<file path="src/rtl/bp_me_bedrock_to_axil_master.sv">
// BedRock mem_cmd -> single-beat AXI4-Lite master bridge.
// One transaction is in flight at a time. Every command returns exactly one
// BedRock response, and that response echoes the command header unchanged.
// Unsupported message types and misaligned accesses get an error response
// and generate no AXI traffic.
module bp_me_bedrock_to_axil_master #(
   parameter int paddr_width_p   = 40,
   parameter int payload_width_p = 32,
   parameter int data_width_p    = 64,
   localparam int header_width_lp = 4 + paddr_width_p + 3 + payload_width_p
) (
   input  logic                       clk_i,
   input  logic                       reset_i,

   input  logic [header_width_lp-1:0] mem_cmd_header_i,
   input  logic [data_width_p-1:0]    mem_cmd_data_i,
   input  logic                       mem_cmd_v_i,
   output logic                       mem_cmd_ready_and_o,

   output logic [header_width_lp-1:0] mem_resp_header_o,
   output logic [data_width_p-1:0]    mem_resp_data_o,
   output logic                       mem_resp_v_o,
   input  logic                       mem_resp_ready_and_i,

   output logic [paddr_width_p-1:0]   m_axil_awaddr_o,
   output logic [2:0]                 m_axil_awprot_o,
   output logic                       m_axil_awvalid_o,
   input  logic                       m_axil_awready_i,

   output logic [data_width_p-1:0]    m_axil_wdata_o,
   output logic [7:0]                 m_axil_wstrb_o,
   output logic                       m_axil_wvalid_o,
   input  logic                       m_axil_wready_i,

   input  logic [1:0]                 m_axil_bresp_i,
   input  logic                       m_axil_bvalid_i,
   output logic                       m_axil_bready_o,

   output logic [paddr_width_p-1:0]   m_axil_araddr_o,
   output logic [2:0]                 m_axil_arprot_o,
   output logic                       m_axil_arvalid_o,
   input  logic                       m_axil_arready_i,

   input  logic [data_width_p-1:0]    m_axil_rdata_i,
   input  logic [1:0]                 m_axil_rresp_i,
   input  logic                       m_axil_rvalid_i,
   output logic                       m_axil_rready_o,

   output logic                       error_o
);

   // A set bit in the command mask means the command carries data; a set bit
   // in the response mask means the response returns data.
   // Bit positions are the message types: rd=0, wr=1, uc_rd=2, uc_wr=3, pre=4, amo=5.
   localparam logic [15:0] cmd_payload_mask  = 16'b0000_0000_0010_1010;
   localparam logic [15:0] resp_payload_mask = 16'b0000_0000_0010_0101;

   typedef enum logic [2:0] {
      e_ready,
      e_write,
      e_bresp,
      e_read,
      e_rresp,
      e_err,
      e_resp
   } state_t;

   state_t                     state_reg, state_next;
   logic [header_width_lp-1:0] hdr_reg;
   logic [data_width_p-1:0]    cmd_data_reg;
   logic [data_width_p-1:0]    resp_data_reg, resp_data_next;
   logic                       aw_done_reg, aw_done_next;
   logic                       w_done_reg, w_done_next;

   // Fields of the incoming command. Only these fields pick the next state.
   logic [3:0] cmd_type;
   logic [6:0] cmd_addr_lo;
   logic [2:0] cmd_size;
   logic       cmd_aligned;
   logic       cmd_write_class;
   logic       cmd_read_class;
   logic       cmd_hs;

   assign cmd_type        = mem_cmd_header_i[3:0];
   assign cmd_addr_lo     = mem_cmd_header_i[4 +: 7];
   assign cmd_size        = mem_cmd_header_i[4+paddr_width_p +: 3];
   // The shift gives zero when size is 7, so subtracting 1 still builds the 128-byte mask.
   assign cmd_aligned     = (cmd_addr_lo & ((7'd1 << cmd_size) - 7'd1)) == 7'd0;
   assign cmd_write_class = cmd_payload_mask[cmd_type];
   assign cmd_read_class  = resp_payload_mask[cmd_type] & ~cmd_payload_mask[cmd_type];
   assign cmd_hs          = mem_cmd_v_i & mem_cmd_ready_and_o;

   // Fields of the registered command. These drive the AXI payloads.
   logic [paddr_width_p-1:0] r_addr;
   logic [2:0]               r_size;
   logic [2:0]               r_off;
   logic [1:0]               r_lg;
   logic [3:0]               r_nbytes;
   logic [2:0]               lane_mask;

   assign r_addr    = hdr_reg[4 +: paddr_width_p];
   assign r_size    = hdr_reg[4+paddr_width_p +: 3];
   assign r_off     = r_addr[2:0];
   // A beat is 8 bytes, so any size above 8 bytes is capped at one full beat.
   assign r_lg      = (r_size > 3'd3) ? 2'd3 : r_size[1:0];
   assign r_nbytes  = 4'd1 << r_lg;
   assign lane_mask = 3'(r_nbytes - 4'd1);

   logic [7:0]              wstrb_lanes;
   logic [data_width_p-1:0] wdata_rep;
   logic [data_width_p-1:0] rdata_shift;
   logic [data_width_p-1:0] rdata_rep;

   assign rdata_shift = m_axil_rdata_i >> {r_off, 3'b000};

   // Each byte lane has its own strobe. Lane gi of a replicated word takes
   // source byte (gi mod access size).
   for (genvar gi = 0; gi < 8; gi++) begin : g_lane
      localparam logic [3:0] lane = 4'(gi);
      logic [2:0] src;
      assign src             = lane[2:0] & lane_mask;
      assign wstrb_lanes[gi] = (lane >= {1'b0, r_off}) && (lane < ({1'b0, r_off} + r_nbytes));
      assign wdata_rep[gi*8 +: 8] = cmd_data_reg[{src, 3'b000} +: 8];
      assign rdata_rep[gi*8 +: 8] = rdata_shift[{src, 3'b000} +: 8];
   end

   assign m_axil_awaddr_o   = {r_addr[paddr_width_p-1:3], 3'b000};
   assign m_axil_araddr_o   = {r_addr[paddr_width_p-1:3], 3'b000};
   assign m_axil_awprot_o   = 3'b000;
   assign m_axil_arprot_o   = 3'b000;
   assign m_axil_wdata_o    = wdata_rep;
   assign m_axil_wstrb_o    = (state_reg == e_write) ? wstrb_lanes : 8'h00;
   assign mem_resp_header_o = hdr_reg;
   assign mem_resp_data_o   = resp_data_reg;

   // State, handshake flags and response data are cleared by reset and
   // updated every cycle.
   always_ff @(posedge clk_i or posedge reset_i) begin
      if (reset_i) begin
         state_reg     <= e_ready;
         aw_done_reg   <= 1'b0;
         w_done_reg    <= 1'b0;
         resp_data_reg <= '0;
      end else begin
         state_reg     <= state_next;
         aw_done_reg   <= aw_done_next;
         w_done_reg    <= w_done_next;
         resp_data_reg <= resp_data_next;
      end
   end

   // Header and data are captured when a command is accepted and held until
   // the next command.
   always_ff @(posedge clk_i or posedge reset_i) begin
      if (reset_i) begin
         hdr_reg      <= '0;
         cmd_data_reg <= '0;
      end else if (cmd_hs) begin
         hdr_reg      <= mem_cmd_header_i;
         cmd_data_reg <= mem_cmd_data_i;
      end
   end

   // Next state, handshake bookkeeping and all valid, ready and error outputs.
   always_comb begin
      state_next          = state_reg;
      aw_done_next        = aw_done_reg;
      w_done_next         = w_done_reg;
      resp_data_next      = resp_data_reg;
      mem_cmd_ready_and_o = 1'b0;
      mem_resp_v_o        = 1'b0;
      m_axil_awvalid_o    = 1'b0;
      m_axil_wvalid_o     = 1'b0;
      m_axil_bready_o     = 1'b0;
      m_axil_arvalid_o    = 1'b0;
      m_axil_rready_o     = 1'b0;
      error_o             = 1'b0;

      case (state_reg)
         e_ready: begin
            // Ready is held low while reset is asserted, even though the state is already e_ready.
            mem_cmd_ready_and_o = ~reset_i;
            aw_done_next        = 1'b0;
            w_done_next         = 1'b0;
            if (mem_cmd_v_i && !reset_i) begin
               resp_data_next = '0;
               if (cmd_type > 4'd3 || !cmd_aligned)
                  state_next = e_err;
               else if (cmd_write_class)
                  state_next = e_write;
               else if (cmd_read_class)
                  state_next = e_read;
               else
                  state_next = e_err;
            end
         end
         e_write: begin
            m_axil_awvalid_o = ~aw_done_reg;
            m_axil_wvalid_o  = ~w_done_reg;
            if (m_axil_awvalid_o && m_axil_awready_i) aw_done_next = 1'b1;
            if (m_axil_wvalid_o && m_axil_wready_i)   w_done_next  = 1'b1;
            if (aw_done_next && w_done_next) state_next = e_bresp;
         end
         e_bresp: begin
            m_axil_bready_o = 1'b1;
            if (m_axil_bvalid_i) begin
               error_o        = (m_axil_bresp_i != 2'b00);
               resp_data_next = '0;
               state_next     = e_resp;
            end
         end
         e_read: begin
            m_axil_arvalid_o = 1'b1;
            if (m_axil_arready_i) state_next = e_rresp;
         end
         e_rresp: begin
            m_axil_rready_o = 1'b1;
            if (m_axil_rvalid_i) begin
               error_o        = (m_axil_rresp_i != 2'b00);
               resp_data_next = rdata_rep;
               state_next     = e_resp;
            end
         end
         e_err: begin
            error_o        = 1'b1;
            resp_data_next = '0;
            state_next     = e_resp;
         end
         e_resp: begin
            mem_resp_v_o = 1'b1;
            if (mem_resp_ready_and_i) state_next = e_ready;
         end
         default: state_next = e_ready;
      endcase
   end

endmodule

</file>
<file path="config.mk">
export PLATFORM = sky130hd
export DESIGN_NAME = bp_me_bedrock_to_axil_master
export DESIGN_NICKNAME = d
export VERILOG_FILES = /design/src/rtl/bp_me_bedrock_to_axil_master.sv
export SDC_FILE = /design/constraint.sdc
export NUM_CORES = 1
export LEC_CHECK = 0
export CAP_MARGIN = 10
export CORE_AREA = 4 4 206 208
export DETAILED_ROUTE_END_ITERATION = 10
export DIE_AREA = 0 0 210 212
export MAX_ROUTING_LAYER = met4
export SLEW_MARGIN = 10
export SYNTH_ARGS = -nofsm -noshare
export SYNTH_HDL_FRONTEND = slang
export SYNTH_SLANG_ARGS = --single-unit
export TNS_END_PERCENT = 50
</file>
<file path="constraint.sdc">
create_clock -name clk_i -period 8.5 [get_ports clk_i]
set_input_delay 1.7 -clock clk_i [delete_from_list [all_inputs] [get_ports clk_i]]
set_output_delay 1.7 -clock clk_i [all_outputs]
set_load 0.02 [all_outputs]
</file>
After elaboration in Yosys (flattened, before gate mapping)
Memories as Yosys holds them, arrays and structs flattened.
Cells that the tools add are included.
{"block": "totals", "n_memories": 2, "out_inout_bits": 309, "word_cells": 121, "romBits": 32, "register_bits": 212, "input_bits": 220}
{"memory": "(name not given)", "depth": 16, "word_bits": 1, "read_ports": 1, "rd_ports_with_merged_regs": 0, "write_ports": 0, "line": "90", "source": "assign cmd_read_class = resp_payload_mask[cmd_type] & ~cmd_payload_mask[cmd_type];"}
{"memory": "(name not given)", "depth": 16, "word_bits": 1, "read_ports": 1, "rd_ports_with_merged_regs": 0, "write_ports": 0, "line": "90"}
{"block": "classes", "n_bitwise": 7, "n_mux": 34, "order_cmp": 18, "n_shift": 17, "n_reduce_logical": 22, "n_eq_ne": 12, "add_sub_neg": 3}
{"cell": "64-bit by 7-bit indexed part select with 8-bit output", "n": 8}
{"cell": "64-bit case mux with 4 select lines", "n": 1}
{"cell": "64-bit by 6-bit indexed part select with 8-bit output", "n": 4}
{"cell": "64-bit 2-to-1 mux", "n": 3}
{"cell": "64-bit by 5-bit indexed part select with 8-bit output", "n": 2}
{"cell": "64-bit by 6-bit right shift with 64-bit output", "n": 1}
{"cell": "3-bit 2-to-1 mux", "n": 9}
{"cell": "3-bit case mux with 7 select lines", "n": 1}
{"cell": "3-bit by 4-bit < comparator with 1-bit output (first input constant)", "n": 4}
{"cell": "1-bit 2-to-1 mux", "n": 15}
{"cell": "1-bit logical AND", "n": 11}
{"cell": "2-bit inequality test (second input constant)", "n": 5}
{"cell": "3-bit equality test (second input constant)", "n": 3}
{"cell": "3-bit >= comparator (first input constant)", "n": 3}
{"cell": "1-bit by 4-bit < comparator with 1-bit output (first input constant)", "n": 2}
{"cell": "2-bit by 4-bit < comparator with 1-bit output (first input constant)", "n": 2}
{"cell": "8-bit 2-to-1 mux", "n": 1}
{"cell": "7-bit AND", "n": 1}
{"cell": "7-bit zero test", "n": 1}
{"cell": "1-bit by 3-bit << shifter with 7-bit output (first input constant)", "n": 1}
{"cell": "7-bit by 1-bit subtractor with 7-bit output (second input constant)", "n": 1}
{"cell": "3-bit by 2-bit equality test with 1-bit output (second input constant)", "n": 2}
{"cell": "1-bit by 3-bit >= comparator with 1-bit output (first input constant)", "n": 2}
{"cell": "2-bit by 3-bit >= comparator with 1-bit output (first input constant)", "n": 2}
{"cell": "other kinds (20)", "n": 28}

Longest topological paths before layout
Gate-level depths: netlist of run 1.
{"block": "depth", "ltp_word": 9, "mapped_depth": 10, "depth_no_buf": 9}

Least setup slack after synthesis of run 1
No wires, ideal clock.
{"block": "synth_timing", "kind": "register to output", "from": "register hdr_reg[44], in the netlist mem_resp_header_o[44]", "to": "output port m_axil_wstrb_o[0]", "arrival_ns": 3.168, "path_stages_with_launch": 11, "n_path_buf": 2, "path_slack_ns": 3.632, "t_required_ns": 6.800, "cell_sequence": "dfrtp_1 or3_1 buf_6 buf_6 inv_2 ha_1 a21o_1 a21oi_1 xnor2_1 nor2_1 a2111oi_0"}
{"block": "synth_between", "elab_chain_cells": 7}
{"element": "start: declaration", "line": "69", "source": "logic [header_width_lp-1:0] hdr_reg;"}
{"element": "start signal: assignment", "line": "159", "source": "hdr_reg <= mem_cmd_header_i;"}
{"element": "3-bit by 2-bit > comparator with 1-bit output", "line": "105", "source": "assign r_lg = (r_size > 3'd3) ? 2'd3 : r_size[1:0];"}
{"element": "2-bit 2-to-1 mux (*)", "line": "105"}
{"element": "1-bit by 2-bit << shifter with 4-bit output (*)", "line": "106", "source": "assign r_nbytes = 4'd1 << r_lg;"}
{"element": "3-bit by 4-bit adder with 4-bit output (*)", "line": "122", "source": "assign wstrb_lanes[gi] = (lane >= {1'b0, r_off}) && (lane < ({1'b0, r_off} + r_nbytes));"}
{"element": "1-bit by 4-bit < comparator with 1-bit output (*)", "line": "122"}
{"element": "1-bit logical AND (*)", "line": "122"}
{"element": "8-bit 2-to-1 mux (*)", "line": "132", "source": "assign m_axil_wstrb_o = (state_reg == e_write) ? wstrb_lanes : 8'h00;"}
{"element": "end: declaration", "line": "31", "source": "output logic [7:0] m_axil_wstrb_o,"}
Every way passes the cells marked *; elsewhere a longest branch is shown, timed or not.

Final worst setup path of run 1
{"block": "layout_timing", "from": "register hdr_reg[45], in the netlist mem_resp_header_o[45]", "to": "output port m_axil_wstrb_o[0]"}
Same word-level chain as after synthesis.

==> results of run 1 <==
worst reg2reg max path: cells and delay by family (launching register included):
family          cells  cell delay [ps]
simple gates        1              800
buf+inv             1              590
flops               1              350
compound gates      4             1170
per-layer routing:
layer	wire, µm	vias up	global-route usage	part of all wire
met1	19100	5187	0.252	0.40
met2	23600	426	0.345	0.50
li1	-	4779	-	-
met4	1430	0	0.0644	0.030
met5	0	-	-	0
met3	3200	66	0.0450	0.068
stage by stage:
stage	setup slack (ps)	instance area, µm²	utilization
2_1_floorplan	1010	12200	-
3_3_place_gp	2740	17000	0.420
3_5_place_dp	2590	17000	0.420
4_1_cts	1970	17900	0.442
5_1_grt	1610	18000	0.443
6_report	2000	18000	0.443
cells in the mapped netlist (4+ instances only):
cell type	count	area (µm²)
a21oi_1	56	280
nor2_1	68	255
buf_6	6	67.6
mux2_2	101	1140
a211o_1	5	43.8
a221o_1	22	220
a22o_1	24	210
nor3b_1	7	52.6
dfrtp_1	212	5310
nand3_1	10	50.1
buf_2	30	150
inv_1	21	78.8
mux4_2	10	225
clkbuf_1	25	93.8
nor2b_1	4	25.0
nor3_1	4	20.0
o21ai_0	39	195
o21ai_1	13	65.1
a21oi_2	8	70.1
nand2b_1	19	119
mux2_4	4	60.1
mux2_1	60	676
nand2_1	100	375
mux2i_1	79	791
o221ai_1	6	52.6
o22ai_1	31	194
a22oi_1	14	105
buf_4	105	788
power by group:
group          total [mW]  leakage [nW]  internal, mW  switching [mW]
registers            1.89          2.64          1.47           0.421
logic                5.08          4.52          2.29            2.79
clock network        1.16         0.449         0.706           0.454
cell families (layout without fill, tap and decap cells):
kind of cell,after synthesis,after routing,share of synthesized area
AOI/OAI and AO/OA,237,237,0.132
xor gates and xnor gates,3,3,0.00216
adders and majority gates,4,4,0.00474
buffers and inverters,192,600,0.0986
DFF,212,212,0.437
muxes,257,257,0.241
other,1,17,0.000309
and+or+nand+nor,230,230,0.0845
area by class of cell:
type                            instances  area, µm²
Antenna cell                            5       12.5
Clock buffer                           40        795
Clock inverter                          9        105
Fill cell                            3862      22600
Inverter                               23       93.8
Multi-Input combinational cell        743       5720
Sequential cell                       212       5310
Tap cell                              532        666
Timing Repair Buffer                  528       5260
worst max-delay path by stage:
stage                        endpoint  slack, ps  depth (start not counted)                   from
floorplan                 aw_done_reg       1010                          1                reset_i
global placement    m_axil_wstrb_o[5]       2740                         10  mem_resp_header_o[45]
detailed placement  m_axil_wstrb_o[0]       2590                         10  mem_resp_header_o[45]
CTS                 m_axil_wstrb_o[0]       1970                         10  mem_resp_header_o[45]
global route        m_axil_wstrb_o[0]       1610                         10  mem_resp_header_o[45]
finish              m_axil_wstrb_o[0]       2000                         10  mem_resp_header_o[45]
==> run metrics, run 1 <==
status=completed; post-CTS resize count=0; number of setup buffers added after CTS=0; number of hold-repair buffers added at the cts stage=0; clock skew=about 27 ps; CTS HTree Levels=1; die outline area=around 0.045 mm²; wire length reported by the detailed router=around 47000 µm; Hold Violations, Final=0; Clock transition at path regs=60 ps; number of library cell types mapped by synthesis=between 60 and 70; number of flops mapped to enable cells by yosys=0; Detailed Route Iter0 Violations=roughly 550; FF-to-FF End=mem_resp_data_o[54]; final cell count without fillers=2092; total of flip-flops plus latches after synthesis=212; library cell contributing the largest single delay on the critical path=nor2_4; max cap viols=0; f_max=0.154 GHz; post-route clock period utilization=0.764; die width=between 200 and 250 µm; Warnings, synthesis=0; First-pass DRT Iterations=5; fraction of registers with async set or reset after synthesis=1.00; Layout area overhead=47.8%; Peak supply drop=approximately 310 µV; unrepaired setup endpoints after global routing=false; count of boundary I/O pins=around 530; largest net degree at the start of global routing=78; most common cell after layout, fill and taps aside=clkdlybuf4s50_1; Syn Inst Count=roughly 1100; row cnt=between 70 and 80; top library cells by usage in the layout, fill and taps aside=clkdlybuf4s50_1 (516), dfrtp_1 (209), mux2_2 (101); Worst R2R Path Depth=6; final setup violating endpoints=0; Total Power Consumption=approximately 8 mW; Clock Sink Count=around 210; delay contributed by the slowest stage of the critical path=around 950 ps; DR WL/cell=between 20 and 25 µm; destination of the worst hold path=mem_resp_data_o[7]; power density of the placed cells=~450 mW/mm²; Slew Limit Headroom=0.211; Hold Path Class=reg2reg; layout cell share with drive strength beyond 1=0.126; kind of end point of the critical path=output port; mean instance size in the synthesized netlist=around 11 µm²; top cell family by delay on the critical path=simple AND/OR/NAND/NOR gates; Die Ht=212 µm; min cycle time layout=about 6500 ps; critical path fanouts, max=39; count of unresolved DRC violations after routing=0; via density per instance=around 5; number of nets with antenna violations after routing=0; Most used DFF post-synth=dfrtp_1; cell count after placement=2038; total congestion overflow after global routing=0; clock tree from TritonCTS=built; reg-to-reg critical path startpoint=mem_resp_header_o[6]; Total GRT Usage=0.207; detailed-route via count=around 10000; Layout Nets=about 1800; netlist area before placement=between 0.01 and 0.015 mm²; Max Transition Viols Final=0; routability congestion estimate from global placement=0.945; largest buffer count on any clock path=3; number of antenna violations at the first check in global routing=4; Setup Total Neg Slack=0 ps; share of the yosys chip area belonging to registers=0.437; CP startpoint kind=register; leakage power=between 7 and 8 nW; Worst Tran Pin Value=1180 ps; worst setup path category=reg2out; count of buffers from port buffering=about 520; clock latency on the worst-skew pair=about 550 ps; dpl hpwl=35800 µm; required time of the critical path=a little under 7000 ps; wire length of the first global-routing pass=just under 70000 µm; hold path cells=2; number of flip-flops in the largest register=~80; core outline area=0.0406 mm²; Initial Util=0.300; CTS buffer count=27; Worst Hold Slack=around 480 ps; count of buffering cells on the critical path with inverters included=2; cells along the critical path=nor2_4, nand2_1, inv_1, ha_1, a21o_1, a21oi_1, xnor2_1, nor2_1, a2111oi_0, clkdlybuf4s50_1; number of global-route vias before repair=around 11000; worst reg2reg setup slack=5450 ps; Arrival @ worst endpoint=about 4800 ps; beginning of the worst hold path=mem_resp_data_o[7]; clock tree root buffer cell=clkbuf_16
No activity file was read; power rests on OpenSTA's default activity.
==> run 2, diff against run 1 <==
==> constraint.sdc (replaced) <==
create_clock -name clk_i -period 6.8 [get_ports clk_i]
set_input_delay 1.36 -clock clk_i [delete_from_list [all_inputs] [get_ports clk_i]]
set_output_delay 1.36 -clock clk_i [all_outputs]
set_load 0.02 [all_outputs]
==> run metrics, run 2 (synthesis results as in run 1) <==
status=completed; library cell contributing the largest single delay on the critical path=clkdlybuf4s50_1; Met2 Routed Length=24100 µm (+1.8%); row cnt=74 (unchanged); wire length reported by the detailed router=47800 µm (+0.96%); post-CTS resize count=0 (unchanged); unrepaired setup endpoints after global routing=false; post-layout utilization of the core=0.442 (-0.00130); layout cell share with drive strength beyond 1=0.125 (-0.00113); total congestion overflow after global routing=0 (unchanged); delay contributed by the slowest stage of the critical path=670 ps (-280 ps); required time of the critical path=5440 ps (-1360 ps); leakage power=7.58 nW (-0.48%); sequential cell area=0.00531 mm² (unchanged); clock latency on the worst-skew pair=560 ps (about the same); f_max=about 0.17 GHz; number of flip-flops in the largest register=79 (unchanged); Fillers=3928 (+1.7%); clock share of power=0.134 (-0.009); Max Transition Viols Final=0 (unchanged); Slew Limit Headroom=0.288 (+0.0770); Worst Hold Slack=485 ps (+6.83 ps); number of setup buffers added after CTS=0 (unchanged); largest buffer count on any clock path=3 (unchanged); clock skew=31.8 ps (+4.90 ps); pre-CTS setup slack=1730 ps (-858 ps); First-pass DRT Iterations=5 (unchanged); count of unresolved DRC violations after routing=0 (unchanged); dpl hpwl=36200 µm (+1.3%); Peak supply drop=413 µV (+35%); routability congestion estimate from global placement=0.969 (+2.6%); max cap viols=0 (unchanged); Clock transition at path regs=60 ps (about the same); post-route clock period utilization=0.845; Initial Util=0.300 (unchanged); most common cell after layout, fill and taps aside=clkdlybuf4s50_1; clock tree root buffer cell=clkbuf_16; number of nets with antenna violations after routing=0 (unchanged); logic gate share of total power=0.631 (+0.006); Total GRT Usage=0.209 (+0.00231); combined area of the multi-input logic cells=0.00572 mm² (unchanged); via density per instance=5.03 (+0.63%); Worst Tran Pin Value=1070 ps (-113 ps); Die Ht=212 µm (unchanged); number of antenna violations at the first check in global routing=5 (+1); Clock Sink Count=212 (unchanged); cell count after placement=2039 (+0.049%); sum of routed wire segments on met1=19300 µm (+0.97%); min cycle time layout=5740 ps; sum of met3 wire segment lengths after detailed routing=3210 µm (+0.19%); largest net degree at the start of global routing=120 (+54%); power spent charging and discharging nets=4.60 mW (+25%); highest layer used for signal routing=met4; critical path fanouts, max=39 (unchanged); internal power=5.48 mW (+23%); kind of end point of the critical path=output port; sequential group share of total power=0.235 (+0.003); detailed-route via count=10514 (+0.54%); final cell count without fillers=2090 (-0.096%); number of global-route vias before repair=11133 (+1.4%); top library cells by usage in the layout, fill and taps aside=clkdlybuf4s50_1 (516), dfrtp_1 (209), mux2_2 (101); Arrival @ worst endpoint=4380 ps (-420 ps); final setup violating endpoints=0 (unchanged); Hold Path Class=reg2reg; die width=210 µm (unchanged); CP startpoint kind=register; wire length of the first global-routing pass=70700 µm (+1.6%); net switching share of the total power=0.456 (+0.00472); power density of the placed cells=563 mW/mm² (+24%); core outline area=0.0406 mm² (unchanged); count of buffers from port buffering=516 (unchanged); CTS buffer count=26 (-3.7%); DR WL/cell=22.9 µm (+1.1%); slack of the critical path=1060 ps (-947 ps); worst setup path category=reg2out; count of boundary I/O pins=529 (unchanged); clock tree from TritonCTS=built; cells along the critical path=nor2_4, buf_4, nand2_1, inv_1, ha_1, a21o_1, a21oi_1, xnor2_1, o21ai_0, a311oi_1, clkdlybuf4s50_1; Layout Nets=1759 (unchanged); die outline area=0.0445 mm² (unchanged); Layout area overhead=47.4%; Hold Violations, Final=0 (unchanged); number of hold-repair buffers added at the cts stage=0 (unchanged); CTS HTree Levels=1 (unchanged); Setup Total Neg Slack=0 ps (unchanged); Detailed Route Iter0 Violations=515 (-5.9%)
-- run 2: changes by cell type in the layout (fill, tap and decap cells not counted), sizes merged --
cell,before,now
buf,12,13
inv,25,22
bufinv,2,0
clkinvlp,0,2
-- run 2: layer usage --
| metal | vias up | GRT usage |
|---|---|---|
| li1 | 4789 | - |
| met3 | 79 | 0.0457 |
| met4 | 0 | 0.0547 |
| met1 | 5220 | 0.258 |
| met2 | 426 | 0.351 |
| met5 | - | - |
-- run 2: stage by stage --
stage / power (mW) / area (µm²)
floorplan: 6.18 / 12200
global placement: 8.74 / 17100
detailed placement: 8.78 / 17100
CTS: 10.2 / 17900
global route: 10.7 / 17900
finish: 10.1 / 17900
-- run 2: layout make-up --
class                   instances  area share
clock inverters                 6     0.00266
flip-flops and latches        212       0.297
diodes                          5    0.000699
well taps                     532      0.0372
multi-input cells             743       0.319
clock buffers                  40      0.0437
inverters                      23     0.00503
repair buffers                529       0.295
-- run 2: worst paths after layout --
| kind | start | depth (start not counted) | slack [ps] | to |
|---|---|---|---|---|
| worst min-delay path | mem_resp_data_o[13] | 2 | 490 | mem_resp_data_o[13] |
| worst min register to register | mem_resp_data_o[13] | 2 | 490 | mem_resp_data_o[13] |
| min in group asynchronous | reset_i | 2 | 1340 | mem_resp_header_o[7] |
| worst max-delay path | mem_resp_header_o[45] | 11 | 1060 | m_axil_wstrb_o[6] |
| max in group asynchronous | reset_i | 3 | 4110 | mem_resp_header_o[14] |
| worst max register to register | mem_resp_header_o[5] | 6 | 3710 | mem_resp_data_o[44] |
-- run 2: critical path: cells and delay by family (launching register included) --
family	cells	cell delay (ps)
AOI/OAI and AO/OA	4	980
xor gates and xnor gates	1	280
adders and majority gates	1	250
buffers and inverters	3	1340
DFF	1	480
and+or+nand+nor	2	500
-- run 2: power by group through the flow --
stage	Clock, mW	Sequential (mW)	Combinational, mW
finish	1.35	2.37	6.37
global route	1.44	2.46	6.77
CTS	1.39	2.37	6.43
detailed placement	0	2.38	6.39
global placement	0	2.37	6.38
floorplan	0	2.59	3.58
